File: src/rtl/alu_sequencer_if.sv
`default_nettype none
// ============================================================================
// alu_sequencer_if : instruction, load, ALU and debug signals of alu_sequencer
// Revision: 1.0
// ============================================================================
interface alu_sequencer_if #(
    parameter int DATA_W = 8,
    parameter int IDX_W  = 3
);
    logic              instr_valid;
    logic              instr_ready;
    logic [2:0]        instr_op;
    logic [IDX_W-1:0]  instr_rd;
    logic [IDX_W-1:0]  instr_rs1;
    logic [IDX_W-1:0]  instr_rs2;
    logic              ld_valid;
    logic              ld_ready;
    logic [IDX_W-1:0]  ld_addr;
    logic [DATA_W-1:0] ld_data;
    logic [DATA_W-1:0] operand_a;
    logic [DATA_W-1:0] operand_b;
    logic [2:0]        alu_opcode;
    logic [DATA_W-1:0] alu_result;
    logic              done_valid;
    logic [IDX_W-1:0]  done_rd;
    logic [DATA_W-1:0] done_data;
    logic              illegal;
    logic              busy;
    logic [IDX_W-1:0]  dbg_addr;
    logic [DATA_W-1:0] dbg_data;

    modport slave (
        input  instr_valid, instr_op, instr_rd, instr_rs1, instr_rs2,
        input  ld_valid, ld_addr, ld_data, alu_result, dbg_addr,
        output instr_ready, ld_ready, operand_a, operand_b, alu_opcode,
        output done_valid, done_rd, done_data, illegal, busy, dbg_data
    );

    modport master (
        output instr_valid, instr_op, instr_rd, instr_rs1, instr_rs2,
        output ld_valid, ld_addr, ld_data, alu_result, dbg_addr,
        input  instr_ready, ld_ready, operand_a, operand_b, alu_opcode,
        input  done_valid, done_rd, done_data, illegal, busy, dbg_data
    );
endinterface
`default_nettype wire

File: src/rtl/alu_sequencer.sv
`default_nettype none
// ============================================================================
// alu_sequencer : two-state sequencer driving an external combinational ALU
//                 from an 8-entry register file, with direct load and debug read
// Revision: 1.0
// ============================================================================
module alu_sequencer #(
    parameter int DATA_W  = 8,
    parameter int REG_CNT = 8
) (
    input  wire logic      clk,
    input  wire logic      rst,
    alu_sequencer_if.slave bus
);
    localparam int IDX_W = $clog2(REG_CNT);

    localparam logic [0:0] S_IDLE = 1'b0;
    localparam logic [0:0] S_EXEC = 1'b1;

    logic [0:0]        state_q;
    logic [0:0]        state_d;
    logic [DATA_W-1:0] regs_q [REG_CNT];
    logic [DATA_W-1:0] operand_a_q;
    logic [DATA_W-1:0] operand_b_q;
    logic [2:0]        alu_opcode_q;
    logic [IDX_W-1:0]  rd_q;
    logic [IDX_W-1:0]  done_rd_q;
    logic [DATA_W-1:0] done_data_q;
    logic              done_valid_q;
    logic              illegal_q;

    logic w_idle;
    logic w_ld_fire;
    logic w_instr_fire;
    logic w_op_legal;

    // A pending load blocks the instruction port for that cycle.
    always_comb begin
        w_idle       = (state_q == S_IDLE);
        w_ld_fire    = w_idle & bus.ld_valid;
        w_instr_fire = w_idle & bus.instr_valid & ~bus.ld_valid;
        w_op_legal   = (alu_opcode_q[2:1] != 2'b11);
        state_d      = state_q;
        if (w_instr_fire) begin
            state_d = S_EXEC;
        end else if (state_q == S_EXEC) begin
            state_d = S_IDLE;
        end
    end

    always_ff @(posedge clk) begin
        if (rst) begin
            state_q      <= S_IDLE;
            operand_a_q  <= '0;
            operand_b_q  <= '0;
            alu_opcode_q <= '0;
            rd_q         <= '0;
            done_rd_q    <= '0;
            done_data_q  <= '0;
            done_valid_q <= 1'b0;
            illegal_q    <= 1'b0;
            for (int i = 0; i < REG_CNT; i++) begin
                regs_q[i] <= '0;
            end
        end else begin
            state_q      <= state_d;
            done_valid_q <= 1'b0;
            illegal_q    <= 1'b0;
            if (w_ld_fire) begin
                regs_q[bus.ld_addr] <= bus.ld_data;
            end else if (w_instr_fire) begin
                operand_a_q  <= regs_q[bus.instr_rs1];
                operand_b_q  <= regs_q[bus.instr_rs2];
                alu_opcode_q <= bus.instr_op;
                rd_q         <= bus.instr_rd;
            end
            // Writeback happens on the EXEC edge, so a read on the next accept sees it.
            if (state_q == S_EXEC) begin
                if (w_op_legal) begin
                    regs_q[rd_q] <= bus.alu_result;
                    done_data_q  <= bus.alu_result;
                    done_rd_q    <= rd_q;
                    done_valid_q <= 1'b1;
                end else begin
                    illegal_q <= 1'b1;
                end
            end
        end
    end

    assign bus.ld_ready    = w_idle;
    assign bus.instr_ready = w_idle & ~bus.ld_valid;
    assign bus.busy        = (state_q == S_EXEC);
    assign bus.operand_a   = operand_a_q;
    assign bus.operand_b   = operand_b_q;
    assign bus.alu_opcode  = alu_opcode_q;
    assign bus.done_valid  = done_valid_q;
    assign bus.done_rd     = done_rd_q;
    assign bus.done_data   = done_data_q;
    assign bus.illegal     = illegal_q;
    assign bus.dbg_data    = regs_q[bus.dbg_addr];
endmodule
`default_nettype wire

File: src/flat_wrapper.sv
// flat-port wrapper written by rule: the top's interface ports become plain ports
module alu_sequencer_flat 
#(
    parameter int DATA_W  = 8,
    parameter int REG_CNT = 8
)
  (clk, rst, bus_instr_valid, bus_instr_op, bus_instr_rd, bus_instr_rs1, bus_instr_rs2, bus_ld_valid, bus_ld_addr, bus_ld_data, bus_alu_result, bus_dbg_addr, bus_instr_ready, bus_ld_ready, bus_operand_a, bus_operand_b, bus_alu_opcode, bus_done_valid, bus_done_rd, bus_done_data, bus_illegal, bus_busy, bus_dbg_data);
  alu_sequencer_if #(.DATA_W(DATA_W)) bus_i ();
  input  wire logic clk;
  input  wire logic rst;
  input wire logic [$bits(bus_i.instr_valid)-1:0] bus_instr_valid;
  input wire logic [$bits(bus_i.instr_op)-1:0] bus_instr_op;
  input wire logic [$bits(bus_i.instr_rd)-1:0] bus_instr_rd;
  input wire logic [$bits(bus_i.instr_rs1)-1:0] bus_instr_rs1;
  input wire logic [$bits(bus_i.instr_rs2)-1:0] bus_instr_rs2;
  input wire logic [$bits(bus_i.ld_valid)-1:0] bus_ld_valid;
  input wire logic [$bits(bus_i.ld_addr)-1:0] bus_ld_addr;
  input wire logic [$bits(bus_i.ld_data)-1:0] bus_ld_data;
  input wire logic [$bits(bus_i.alu_result)-1:0] bus_alu_result;
  input wire logic [$bits(bus_i.dbg_addr)-1:0] bus_dbg_addr;
  output wire logic [$bits(bus_i.instr_ready)-1:0] bus_instr_ready;
  output wire logic [$bits(bus_i.ld_ready)-1:0] bus_ld_ready;
  output wire logic [$bits(bus_i.operand_a)-1:0] bus_operand_a;
  output wire logic [$bits(bus_i.operand_b)-1:0] bus_operand_b;
  output wire logic [$bits(bus_i.alu_opcode)-1:0] bus_alu_opcode;
  output wire logic [$bits(bus_i.done_valid)-1:0] bus_done_valid;
  output wire logic [$bits(bus_i.done_rd)-1:0] bus_done_rd;
  output wire logic [$bits(bus_i.done_data)-1:0] bus_done_data;
  output wire logic [$bits(bus_i.illegal)-1:0] bus_illegal;
  output wire logic [$bits(bus_i.busy)-1:0] bus_busy;
  output wire logic [$bits(bus_i.dbg_data)-1:0] bus_dbg_data;
  assign bus_i.instr_valid = bus_instr_valid;
  assign bus_i.instr_op = bus_instr_op;
  assign bus_i.instr_rd = bus_instr_rd;
  assign bus_i.instr_rs1 = bus_instr_rs1;
  assign bus_i.instr_rs2 = bus_instr_rs2;
  assign bus_i.ld_valid = bus_ld_valid;
  assign bus_i.ld_addr = bus_ld_addr;
  assign bus_i.ld_data = bus_ld_data;
  assign bus_i.alu_result = bus_alu_result;
  assign bus_i.dbg_addr = bus_dbg_addr;
  assign bus_instr_ready = bus_i.instr_ready;
  assign bus_ld_ready = bus_i.ld_ready;
  assign bus_operand_a = bus_i.operand_a;
  assign bus_operand_b = bus_i.operand_b;
  assign bus_alu_opcode = bus_i.alu_opcode;
  assign bus_done_valid = bus_i.done_valid;
  assign bus_done_rd = bus_i.done_rd;
  assign bus_done_data = bus_i.done_data;
  assign bus_illegal = bus_i.illegal;
  assign bus_busy = bus_i.busy;
  assign bus_dbg_data = bus_i.dbg_data;
  alu_sequencer #(.DATA_W(DATA_W), .REG_CNT(REG_CNT)) u_core (.clk(clk), .rst(rst), .bus(bus_i));
endmodule
File: config.mk
export PLATFORM = sky130hd
export DESIGN_NAME = alu_sequencer_flat
export DESIGN_NICKNAME = d
export VERILOG_FILES = /design/src/rtl/alu_sequencer_if.sv /design/src/rtl/alu_sequencer.sv /design/src/flat_wrapper.sv
export SDC_FILE = /design/constraint.sdc
export NUM_CORES = 1
export LEC_CHECK = 0
export CAP_MARGIN = 20
export CORE_ASPECT_RATIO = 0.9
export CORE_MARGIN = 2
export CORE_UTILIZATION = 51
export CTS_BUF_LIST = sky130_fd_sc_hd__clkbuf_8
export CTS_CLUSTER_SIZE = 8
export DETAILED_ROUTE_END_ITERATION = 8
export PLACE_DENSITY = 0.84
export SETUP_SLACK_MARGIN = 0.05
export SLEW_MARGIN = 5
export SYNTH_ARGS = -nofsm -noshare
export SYNTH_HDL_FRONTEND = slang
export SYNTH_SLANG_ARGS = --single-unit
File: constraint.sdc
create_clock -name clk -period 2.6 [get_ports clk]
set_input_delay 0.52 -clock clk [delete_from_list [all_inputs] [get_ports clk]]
set_output_delay 0.52 -clock clk [all_outputs]
set_load 0.05 [all_outputs]
# After elaboration in Yosys (flattened, before gate mapping)
# Memories as Yosys holds them, arrays and structs flattened. A register that Yosys moved wholly into a read port is not among the register bits.
# Index checks and enable logic that the tools add are counted.
# totals
regBits	20
latch_bits	0
mem_bits_rw	64
rom_bits	0
input_bits	38
out_inout_bits	43
mem_count	1
# op_classes
add_sub_neg	0
mul	0
div	0
n_lt_le_gt_ge	0
eq_ne	1
shifts	0
mux	17
bitwise	7
n_reduce_logical	5
# memory_table
memory	words	width	read_ports	rd_clocked_by_memory_dff	wr	line_no	source
u_core.regs_q	8	8	3	2	8	alu_sequencer.sv:22	logic [DATA_W-1:0] regs_q [REG_CNT];
# op_table
cell	count
8-bit 2-to-1 mux	2
8-bit OR reduction	2
1-bit 2-to-1 mux	13
3-bit 2-to-1 mux	2
1-bit bitwise AND	4
2-bit AND reduction	2
1-bit NOT	3
2-bit != test (second input constant)	1
2-bit OR reduction	1

# Depth between registers and ports, before layout
# Gate-level depths: netlist (run 1).
# depth
ltp_word	8
depth_mapped	7
ltp_nobuf	4

# Worst setup path before layout (run 1)
# No wires, ideal clock.
# synth_path
kind	reg-to-reg
start	reg u_core.state_q, in the netlist u_core.bus.busy
end	mem u_core.regs_q[2][0] (enable)
arrival_ps	2436
path_slack_ps	-210
path_stages_with_launch	7
n_path_buf	2
synth_period_minus_slack_ps	2810
path_cell_list	dfxtp_1 > nor2_2 > a211oi_1 > or3b_1 > buf_4 > buf_6 > o21bai_1
# synth_rtl
element	line_no	source
start: declaration	alu_sequencer.sv:20	logic [0:0] state_q;
start signal: assignment	alu_sequencer.sv:66	state_q <= state_d;
end: declaration	alu_sequencer.sv:22	

# Worst setup path in the final report (run 1)
# layout_path
start	in bus_dbg_addr[1]
end	out bus_dbg_data[4]
# layout_via
elab_chain_len	1
# layout_lines
element	line_no	source
start: declaration	flat_wrapper.sv:20	input wire logic [$bits(bus_i.dbg_addr)-1:0] bus_dbg_addr;
memory 8 x 8 bit	--	
end: declaration	flat_wrapper.sv:31	output wire logic [$bits(bus_i.dbg_data)-1:0] bus_dbg_data;
# Every way passes these cells.

==> run_results.csv, run 1 <==
group,metric,value,unit
clock_tree,cts.sinks,100,
synthesis,avgSynthCellArea,12.4,um^2
floorplanning,num_rows,35,
cells_and_area,final_common_cell,"mux2i_1",
grt,grt_start_max_net_pins,33,
cells_and_area,nNetsFinal,554,
clock_tree,clk_latency,0.38,ns
synthesis,yosys.area.top_type,"edfxtp_1",
cells_and_area,regArea,0.00264,mm^2
place,placed_cell_area,0.00632,mm^2
route,viasPerCell,6.18,
synthesis,seq_area_frac_synth,50.5,%
cells_and_area,final_cell_mix,"71 x mux2i_1, 68 x clkdlybuf4s50_1, 64 x edfxtp_1, 61 x nor3_1, 46 x buf_4",
synthesis,ys_async_sr_fraction,0,%
synthesis,synth_flop_cell,"edfxtp_1",
pwr,p_leak,2.43,nW
clock_tree,cts-buffers-inserted,9,
grt,antenna_found_initial,0,
synthesis,synth-seq-cells,100,
pwr,p_total,0.00340,W
worst_setup_path,cp_max_fo,16,
pwr,ir_drop,0.252,mV
timing,setup_viol,0,
route,wl_per_cell,19.9,um
clock_tree,cts_buffer_depth,2,
worst_setup_path,end_kind,"primary output",
timing,rsz0062_at_grt,"false",
worst_setup_path,ff2ff_setup_slack,0.53,ns
worst_setup_path,critPathKind,"input pin to primary output",
floorplanning,io_pins,81,
cells_and_area,drive_gt1_share,20.5,%
timing,post-route-period-util,96.1,%
route,drc,0,
floorplanning,start_util,51.7,%
grt,grt-ovfl-total,0,
grt,grtUsageTotal,24.0,%
route,antenna_left,0,
clock_tree,cts_max_level,3,
grt,grt_pass1_vias,3979,
route,drtPass1Iterations,5,
status,status,"completed",
min_path,hp-class,"flop to flop",
cells_and_area,final_util,64.6,%
clock_tree,clk_pin_slew_worst_paths,0.11,ns
synthesis,ys_top_cells_by_area,"edfxtp_1 37%, dfxtp_1 14%, mux2i_1 14%, mux4_2 6.9%, nor3_1 5.8%",
cells_and_area,syn2layout_area_growth,25.0,%
worst_setup_path,crit_arrival,1.98,ns
flow_run,drv_cap,0,
synthesis,synth_cell_types,40,
place,place_hpwl,9760,um
place,place.gp.congestion,0.877,
route,vias,4018,
synthesis,syn_nets,460,
cells_and_area,diodes,0,
pwr,power_density,521,mW/mm^2
worst_setup_path,cp-start-kind,"input pin",
cells_and_area,fin_area,0.00653,mm^2
timing,hold_violations,0,
cells_and_area,multi_input_area,0.00239,mm^2
synthesis,yosysWarnings,0,
synthesis,synth_area,0.00523,mm^2
timing,clock.fmax,0.400,GHz
timing,maxSlewViolCount,0,
synthesis,synth_edf_count,64,
route,drt_iter0_drc,308,
clock_tree,cts_tree,"yes",
timing,finalCriticalPeriod,2.50,ns
floorplanning,die_w,111,um
place,portBuffers,80,
timing,skew,0.0163,ns
floorplanning,core,0.0101,mm^2
synthesis,syn_inst,422,
timing,fin_tns_setup,0,ns
timing,relSlewSlack,42.2,%
synthesis,synth_top_area_share,36.8,%
route,drt-total-wl,12900,um
clock_tree,cts-root-buf,"clkbuf_8",
cells_and_area,fillers,758,
floorplanning,fp.dieH,100,um
grt,grt_pass1_wl,21000,um
floorplanning,dieArea,0.0111,mm^2
timing,fin_hold_ws,0.461,ns
clock_tree,cts_setup_buffers,0,
worst_setup_path,worstPathRequired,2.08,ns
timing,tightest_slew,0.867,ns
## synthesized netlist by cell type (all sizes together) (6+ instances only)
| cell type | number |
|---|---|
| nor3 | 64 |
| buf | 29 |
| nor2 | 6 |
| a22oi | 32 |
| o21bai | 8 |
| nand2 | 18 |
| a32o | 16 |
| edfxtp | 64 |
| a22o | 9 |
| clkbuf | 10 |
| dfxtp | 36 |
| a21oi | 7 |
| mux4 | 16 |
| mux2i | 72 |
| mux2 | 8 |
## kinds of logic (layout without fill, tap and decap cells)
logic type	after synthesis	in the layout	synth area share [%]
compound gates	81	81	12.3
buf+inv	40	139	3.85
simple gates	105	105	10.8
mux	96	96	22.5
flops	100	100	50.5
## critical path, stage by stage
cell             delay, ns
clkdlybuf4s50_1       0.50
buf_12                0.16
mux4_2                0.30
mux2_2                0.29
buf_4                 0.19
## routing by layer
metal | up-vias | part of all wire (%) | global-route usage [%] | routed length, um
met5 | - | 0 | 0 | 0
met4 | 0 | 1.8 | 6.35 | 236
met3 | 24 | 9.7 | 5.80 | 1250
met2 | 230 | 46 | 39.0 | 5890
met1 | 1905 | 43 | 32.7 | 5530
li1 | 1859 | - | - | -
## final cells by class
| type | count | share of cell area (%) |
|---|---|---|
| well taps | 129 | 2.47 |
| multi-input cells | 282 | 36.6 |
| clock inverters | 7 | 0.881 |
| repair buffers | 122 | 17.7 |
| clock buffers | 9 | 1.90 |
| inverters | 1 | 0.0574 |
| flip-flops and latches | 100 | 40.5 |
## repair_timing
action / in CTS / in global routing
gates cloned: 1 / 0
resized for setup: 3 / 1
hold buffers: 0 / 0
endpoints found under the setup margin: 8 / 3
## where the power goes
group	internal (W)	switching, W
sequential	0.00175	0.0000569
clock	0.000365	0.000551
combinational	0.000296	0.000384
total	0.00241	0.000992
## state kept, by name (all words and copies together) (netlist names)
register and count:
u_core.bus.done_valid 1, u_core.bus.busy 1, u_core.bus.illegal 1, u_core.bus.alu_opcode 3, u_core.regs_q 64, u_core.bus.done_data 8
u_core.bus.operand_b 8, u_core.bus.operand_a 8, u_core.bus.done_rd 3, u_core.rd_q 3
## path summary, 6_finish.rpt
| check | to | depth (start not counted) | start |
|---|---|---|---|
| worst min register to register | u_core.bus.done_rd[1] | 2 | u_core.bus.done_rd[1] |
| worst max register to register | u_core.regs_q[2][4] | 5 | u_core.bus.alu_opcode[1] |
| worst max-delay path | bus_dbg_data[4] | 5 | bus_dbg_addr[1] |
| worst min-delay path | u_core.bus.done_rd[1] | 2 | u_core.bus.done_rd[1] |
## per-stage QoR
step,instances,setup WS (ns)
global route,650,0.0734
detailed placement,633,-0.159
CTS,650,0.0675
floorplan,422,-0.0188
global placement,633,-0.119
finish,650,0.103
No activity file was read; power rests on OpenSTA's default activity.
==> run 2: changes to the inputs <==
Settings changed: SETUP_SLACK_MARGIN 0.05 to 0.5.
==> run 2 against run 1 <==
Count of clock-buffer cells in the layout unchanged. Power increased by 4.2%. Sequential share of layout area decreased by 3.5 points. Setup slack improved by 0.20 ns. Routed wire length increased by 13%. First-iteration DRC count increased by 69%. Clock skew decreased by 0.0041 ns. Via count increased by 8.5%. Global-route usage increased by 2.1 points. Critical endpoint is now bus_dbg_data[1]. Highest routed layer unchanged.
==> run_results.csv, run 2 (synthesized netlist as in run 1, its figures left out) <==
group,metric,value,unit
clock_tree,cts-root-buf,"clkbuf_8",
cells_and_area,drive_gt1_share,29.9,%
place,place_hpwl,9860,um
cells_and_area,syn2layout_area_growth,37.4,%
clock_tree,clk_latency,0.38,ns
cells_and_area,final_common_cell,"buf_4",
worst_setup_path,critPathKind,"flop to primary output",
timing,rsz0062_at_grt,"true",
place,portBuffers,80,
pwr,ir_drop,0.286,mV
cells_and_area,final_cell_mix,"77 x buf_4, 71 x mux2i_1, 64 x edfxtp_1, 61 x nor3_1, 45 x clkdlybuf4s50_1",
worst_setup_path,worstPathRequired,2.08,ns
timing,hold_violations,0,
cells_and_area,fillers,664,
grt,grt_pass1_vias,4303,
worst_setup_path,crit_arrival,1.78,ns
route,wl_per_cell,21.1,um
floorplanning,start_util,51.7,%
timing,maxSlewViolCount,0,
grt,grt-ovfl-total,0,
floorplanning,fp.dieH,100,um
route,drt-total-wl,14600,um
cells_and_area,regMostFlops,"u_core.regs_q",
cells_and_area,diodes,0,
floorplanning,num_rows,35,
timing,relSlewSlack,45.8,%
route,viasPerCell,6.27,
clock_tree,clk_pin_slew_worst_paths,0.11,ns
worst_setup_path,cp-start-kind,"flop",
route,vias,4358,
timing,setup_viol,0,
worst_setup_path,end_kind,"primary output",
timing,setup_ws,0.301,ns
min_path,worstHoldPathCells,2,
timing,fin_hold_ws,0.467,ns
route,drtPass1Iterations,5,
route,drc,0,
grt,antenna_found_initial,0,
cells_and_area,largest_reg_flops,64,
route,drt_iter0_drc,522,
timing,clock.fmax,0.435,GHz
worst_setup_path,cp_max_fo,3,
clock_tree,cts_tree,"yes",
cells_and_area,nNetsFinal,599,
floorplanning,dieArea,0.0111,mm^2
worst_setup_path,path_cells,"mux4_2 > mux2_4 > buf_8",
clock_tree,cts_buffer_depth,2,
pwr,p_leak,3.06,nW
timing,post-route-period-util,88.4,%
clock_tree,cts_max_level,3,
worst_setup_path,rr_worst_depth,6,
timing,tightest_slew,0.813,ns
floorplanning,io_pins,81,
clock_tree,cts-buffers-inserted,9,
route,antenna_left,0,
floorplanning,core,0.0101,mm^2
place,place.gp.congestion,0.885,
flow_run,drv_cap,0,
timing,skew,0.0122,ns
grt,grtUsageTotal,26.1,%
pwr,power_density,494,mW/mm^2
place,dp_slack,-0.133,ns
worst_setup_path,cp_slowest_cell,"mux4_2",
min_path,hp-class,"flop to flop",
worst_setup_path,slowest_delay,0.49,ns
clock_tree,cts.sinks,100,
timing,finalCriticalPeriod,2.30,ns
timing,fin_tns_setup,0,ns
floorplanning,die_w,111,um
grt,grt_pass1_wl,22500,um
clock_tree,hold_buffers,0,
status,status,"completed",
grt,grt_start_max_net_pins,33,
## run 2: worst paths after layout
path / startpoint / end / slack, ns
worst min register to register: u_core.bus.alu_opcode[0] / u_core.bus.alu_opcode[0] / 0.47
worst max register to register: u_core.bus.alu_opcode[1] / u_core.regs_q[2][2] / 0.63
worst min-delay path: u_core.bus.alu_opcode[0] / u_core.bus.alu_opcode[0] / 0.47
worst max-delay path: u_core.regs_q[0][1] / bus_dbg_data[1] / 0.30
## run 2: power breakdown
part           total (W)  switching [W]  internal (W)
combinational   0.000793       0.000430      0.000363
sequential       0.00180      0.0000510       0.00175
clock           0.000953       0.000579      0.000374
## run 2: worst max-delay path: cells and delay by family (launching register included)
family	cells	cell delay, ns
DFF	1	0.48
buffers and inverters	1	0.15
muxes	2	0.78
## run 2: layout make-up
| cell class | instances | area [um^2] | share of cell area (%) |
|---|---|---|---|
| sequential | 100 | 2650 | 36.9 |
| multi-input combinational | 282 | 2540 | 35.3 |
| timing repair buffer | 167 | 1630 | 22.7 |
| tap | 129 | 161 | 2.25 |
| clock buffer | 9 | 124 | 1.72 |
| clock inverter | 7 | 70.1 | 0.975 |
| inverter | 1 | 3.75 | 0.0523 |
## run 2: through the flow
stage / utilization, % / instances / power [W] / area (um^2)
floorplan: - / 422 / 0.00229 / 5430
global placement: 63.9 / 629 / 0.00252 / 6460
detailed placement: 63.9 / 629 / 0.00254 / 6460
CTS: 69.9 / 685 / 0.00353 / 7070
global route: 71.0 / 695 / 0.00366 / 7180
finish: 71.0 / 695 / 0.00355 / 7180
## run 2: timing repair
| item | 4_1_cts | 5_1_grt |
|---|---|---|
| gates resized for setup | 33 | 16 |
| pin swaps | 5 | 0 |
| endpoints found under the hold margin | 0 | 0 |
| buffers inserted | 38 | 10 |
| endpoints found under the setup margin | 82 | 23 |
| cloned | 2 | 0 |
## run 2: layer usage
layer	routed length, um	part of all wire, %	up-vias	track usage, %
met4	338	2.3	0	9.90
met2	6950	47	282	42.8
met1	5990	41	2097	34.1
met5	0	0	-	0
li1	-	-	1948	-
met3	1350	9.2	31	6.28
==> RTL change 1: new RTL, flow settings as in run 1 <==
`DATA_W` is set to 8 in 3 places; all go to 6.
--- a/src/rtl/alu_sequencer_if.sv
+++ b/src/rtl/alu_sequencer_if.sv
@@ -6,3 +6,3 @@
 interface alu_sequencer_if #(
-    parameter int DATA_W = 8,
+    parameter int DATA_W = 6,
     parameter int IDX_W  = 3
--- a/src/rtl/alu_sequencer.sv
+++ b/src/rtl/alu_sequencer.sv
@@ -7,3 +7,3 @@
 module alu_sequencer #(
-    parameter int DATA_W  = 8,
+    parameter int DATA_W  = 6,
     parameter int REG_CNT = 8
--- a/src/flat_wrapper.sv
+++ b/src/flat_wrapper.sv
@@ -3,3 +3,3 @@
 #(
-    parameter int DATA_W  = 8,
+    parameter int DATA_W  = 6,
     parameter int REG_CNT = 8
Ports: changed (6 resized); port bits go from 81 to 69. The function was not compared with the original's and may differ.
==> RTL change 1 against run 1 <==
Clock power decreased by 14%; synthesized area decreased by 23%; worst setup slack improved by 0.033 ns; total power decreased by 20%; critical path type unchanged; routed wire length decreased by 19%; count of clock-buffer cells in the layout unchanged; sequential cell count decreased by 22; synthesized cell count decreased by 21%; critical path depth unchanged; non-clock buffer count decreased by 17; cell area decreased by 21%; core utilization increased by 3.8 points.
==> RTL change 1: results (changes against run 1) <==
metric,value,unit,change
result_of_the_run,"finished, final reports clean",,
finish.net_count,457,,-18%
switching_power_as_a_share_of_total_power,0.289,,-0.00208
max-vdd-ir-drop,0.272,mV,+7.9%
globalRouteMet3Util,0.0656,,+0.00759
num-fill-cells,557,,-27%
leakage,1.96,nW,-19%
dp_hpwl,7730,microns,-21%
avgViaCountPerCell,6.19,,+0.21%
track_usage,0.246,,+0.00614
ctsResizeCount,2,,-1
drive_above_1_share,0.194,,-0.0114
drt-met1-wl,4500,microns,-19%
violation_count_after_the_first_detailed_route_iteration,323,,+4.9%
gpl.final_weighted_congestion,0.904,,+3.1%
detailed_place.area,0.00499,sq mm,-21%
grt_start_max_net_pins,25,,-24%
period_needed,2.46,ns,-0.0326 ns
arrival_time_at_the_worst_endpoint,1.94,ns,-0.04 ns
share_seq_of_total_power,0.513,,-0.018
route.met3.wl,807,microns,-36%
endpoint_of_the_lowest_slack_register_to_register_path,u_core.regs_q[0][3]$_SDFFCE_PN0P_,,
clock_skew,0.00679,ns,-0.00951 ns
post_synth_most_frequent_cells,"mux2i_1, edfxtp_1, nor3_1, dfxtp_1, a22oi_1",,
power_combinational,0.545,mW,-20%
first_pass_grt_wire_length,16300,microns,-22%
min_delay_path_depth,1,,-1
r2r_setup_slack,0.55,ns,+0.02 ns
worstHoldStart,u_core.bus.operand_a[3]$_SDFFE_PP0P_,,
[RTL change 1: area by class of cell]
| type | count | area [sq um] | share of cell area |
|---|---|---|---|
| Inverter | 1 | 3.75 | 0.000723 |
| Timing Repair Buffer | 105 | 998 | 0.192 |
| Clock inverter | 7 | 42.5 | 0.00820 |
| Multi-Input combinational cell | 228 | 1860 | 0.358 |
| Tap cell | 96 | 120 | 0.0231 |
| Sequential cell | 78 | 2040 | 0.394 |
| Clock buffer | 9 | 124 | 0.0239 |
[RTL change 1: metrics by stage]
step / power, mW / instances / setup slack, ns / hold slack, ns
4_1_cts: 2.74 / 524 / 0.0537 / 0.464
5_1_grt: 2.84 / 524 / 0.107 / 0.480
3_3_place_gp: 1.95 / 507 / -0.0806 / 0.441
2_1_floorplan: 1.75 / 333 / 0.0936 / 0.432
3_5_place_dp: 1.96 / 507 / -0.107 / 0.446
6_report: 2.73 / 524 / 0.135 / 0.465
[RTL change 1: cells by family (layout without fill, tap and decap cells)]
family                 after synthesis  after routing  synth area share
AND/OR/NAND/NOR                     89             89             0.111
multiplexers                        72             72             0.218
flip-flops                          78             78             0.507
buffers and inverters               27            122            0.0335
AO/OA/AOI/OAI                       67             67             0.131
[RTL change 1: worst max-delay path by stage]
stage,startpoint,to,slack [ns],cells past startpoint
CTS,bus_dbg_addr[0],bus_dbg_data[4],0.05,5
global placement,bus_dbg_addr[0],bus_dbg_data[5],-0.08,5
global route,bus_dbg_addr[1],bus_dbg_data[0],0.11,5
detailed placement,bus_dbg_addr[0],bus_dbg_data[2],-0.11,5
floorplan,u_core.bus.alu_opcode[1]$_SDFFE_PP0P_,u_core.regs_q[2][0]$_SDFFCE_PN0P_,0.09,6
finish,bus_dbg_addr[1],bus_dbg_data[2],0.14,5
==> RTL change 2: new RTL, settings of run 1 <==
Made on the original files. Put a register stage on the output `bus.dbg_data`. The value now appears one clock later.
--- a/src/rtl/alu_sequencer.sv
+++ b/src/rtl/alu_sequencer.sv
@@ -100,3 +100,5 @@
     assign bus.illegal     = illegal_q;
-    assign bus.dbg_data    = regs_q[bus.dbg_addr];
+    always_ff @(posedge clk) begin
+        bus.dbg_data <= regs_q[bus.dbg_addr];
+    end
 endmodule
Behaviour: not the same (Yosys sat finds a counterexample within 4 cycles, from zero or initial values and one cycle with rst high).
==> RTL change 2 against run 1 <==
Cell area up 2.2%; routed wire length is 2.7% higher; worst setup slack better by 0.26 ns; synthesized area is 2.9% higher; total power grew 8.8%; sequential cell count increased by 8; via count rose by 0.77%; highest routed layer unchanged.
==> RTL change 2: results (changes against run 1) <==
metric,value,unit,change
crit_family,simple AND/OR/NAND/NOR gates,,
arrival_time_at_the_worst_endpoint,2.43,ns,+0.45 ns
final_cells,654,,+0.62%
via_count_of_the_first_global_routing_pass,4042,,+1.6%
detail_route.wl_per_cell,20.3,microns,+2.0%
synth_cells,430,,+1.9%
result_of_the_run,"finished, final reports clean",,
synth-edff-count,64,,unchanged
drive_above_1_share,0.179,,-0.0263
track_usage,0.241,,+0.00172
clock_skew,0.0140,ns,-0.00229 ns
timing_worst_slew_pin_value,0.829,ns,-0.0381 ns
post_synth_most_frequent_cells,"mux2i_1, edfxtp_1, nor3_1, dfxtp_1, a22oi_1",,
avgViaCountPerCell,6.19,,+0.16%
violation_count_after_the_first_detailed_route_iteration,343,,+11%
clock_latency_on_the_worst_skew_pair,0.38,ns,about the same
netSwitchingPower,1.05,mW,+6.3%
placed_cells,638,,+0.79%
clockBufferDepth,2,,unchanged
ctsResizeCount,0,,-3
dp_hpwl,10000,microns,+2.8%
synth-seq-area-share,0.521,,+0.0154
max_stage_delay,0.48,ns,-0.02 ns
max-vdd-ir-drop,0.441,mV,+75%
finish.net_count,558,,+0.72%
first_pass_grt_wire_length,21600,microns,+2.8%
hold_path.class,flip-flop to flip-flop,,
detailed_place.area,0.00646,sq mm,+2.2%
grt_antenna_before_repair,1,,+1
crit_path_max_fanout,32,,+16
synth_ff_type,edfxtp_1,,
leakage,2.47,nW,+1.5%
gpl.final_weighted_congestion,0.881,,+0.50%
synth.net_count,468,,+1.7%
dpl_worst_slack,0.0200,ns,+0.179 ns
synthTopCellsByArea,"edfxtp_1, dfxtp_1, mux2i_1, mux4_2, nor3_1",,
dieArea,0.0114,sq mm,+2.8%
[RTL change 2: metal layers]
metal	up-vias	global-route usage	part of all wire
met5	-	0	0
met4	0	0.0741	0.019
met3	24	0.0545	0.086
met2	215	0.384	0.47
met1	1938	0.335	0.43
li1	1872	-	-
[RTL change 2: final timing paths]
check,from,endpoint,slack [ns],depth (start not counted)
min,u_core.bus.done_rd[1]$_SDFFE_PP0N_,u_core.bus.done_rd[1]$_SDFFE_PP0N_,0.47,2
min reg2reg,u_core.bus.done_rd[1]$_SDFFE_PP0N_,u_core.bus.done_rd[1]$_SDFFE_PP0N_,0.47,2
max,rst,u_core.regs_q[3][0]$_SDFFCE_PN0P_,0.37,6
max reg2reg,u_core.bus.alu_opcode[1]$_SDFFE_PP0P_,u_core.regs_q[3][0]$_SDFFCE_PN0P_,0.54,5
[RTL change 2: logic make-up after synthesis]
kind of cell | share of synthesized area
DFF | 0.521
muxes | 0.218
buffers and inverters | 0.0370
and+or+nand+nor | 0.104
AOI/OAI and AO/OA | 0.120
[RTL change 2: worst reg2reg max path, stage by stage, from the launching register on]
cell and delay (ns):
dfxtp_1 0.35, and2_1 0.24, a211oi_1 0.30, or3b_1 0.46, buf_4 0.27, nor3_1 0.27
[RTL change 2: power groups by stage]
stage          sequential, mW  clock [mW]  combinational, mW
2_1_floorplan            2.08           0              0.315
3_3_place_gp             1.97           0              0.658
3_5_place_dp             1.98           0              0.671
4_1_cts                  1.94        1.10              0.673
5_1_grt                  1.95        1.16              0.717
6_report                 1.94        1.08              0.676
[RTL change 2: area by class of cell]
cell class	count	area [sq um]
Fill cell	771	3570
Timing Repair Buffer	118	1110
Tap cell	129	161
Inverter	1	3.75
Multi-Input combinational cell	282	2380
Clock inverter	7	90.1
Clock buffer	9	124
Sequential cell	108	2800
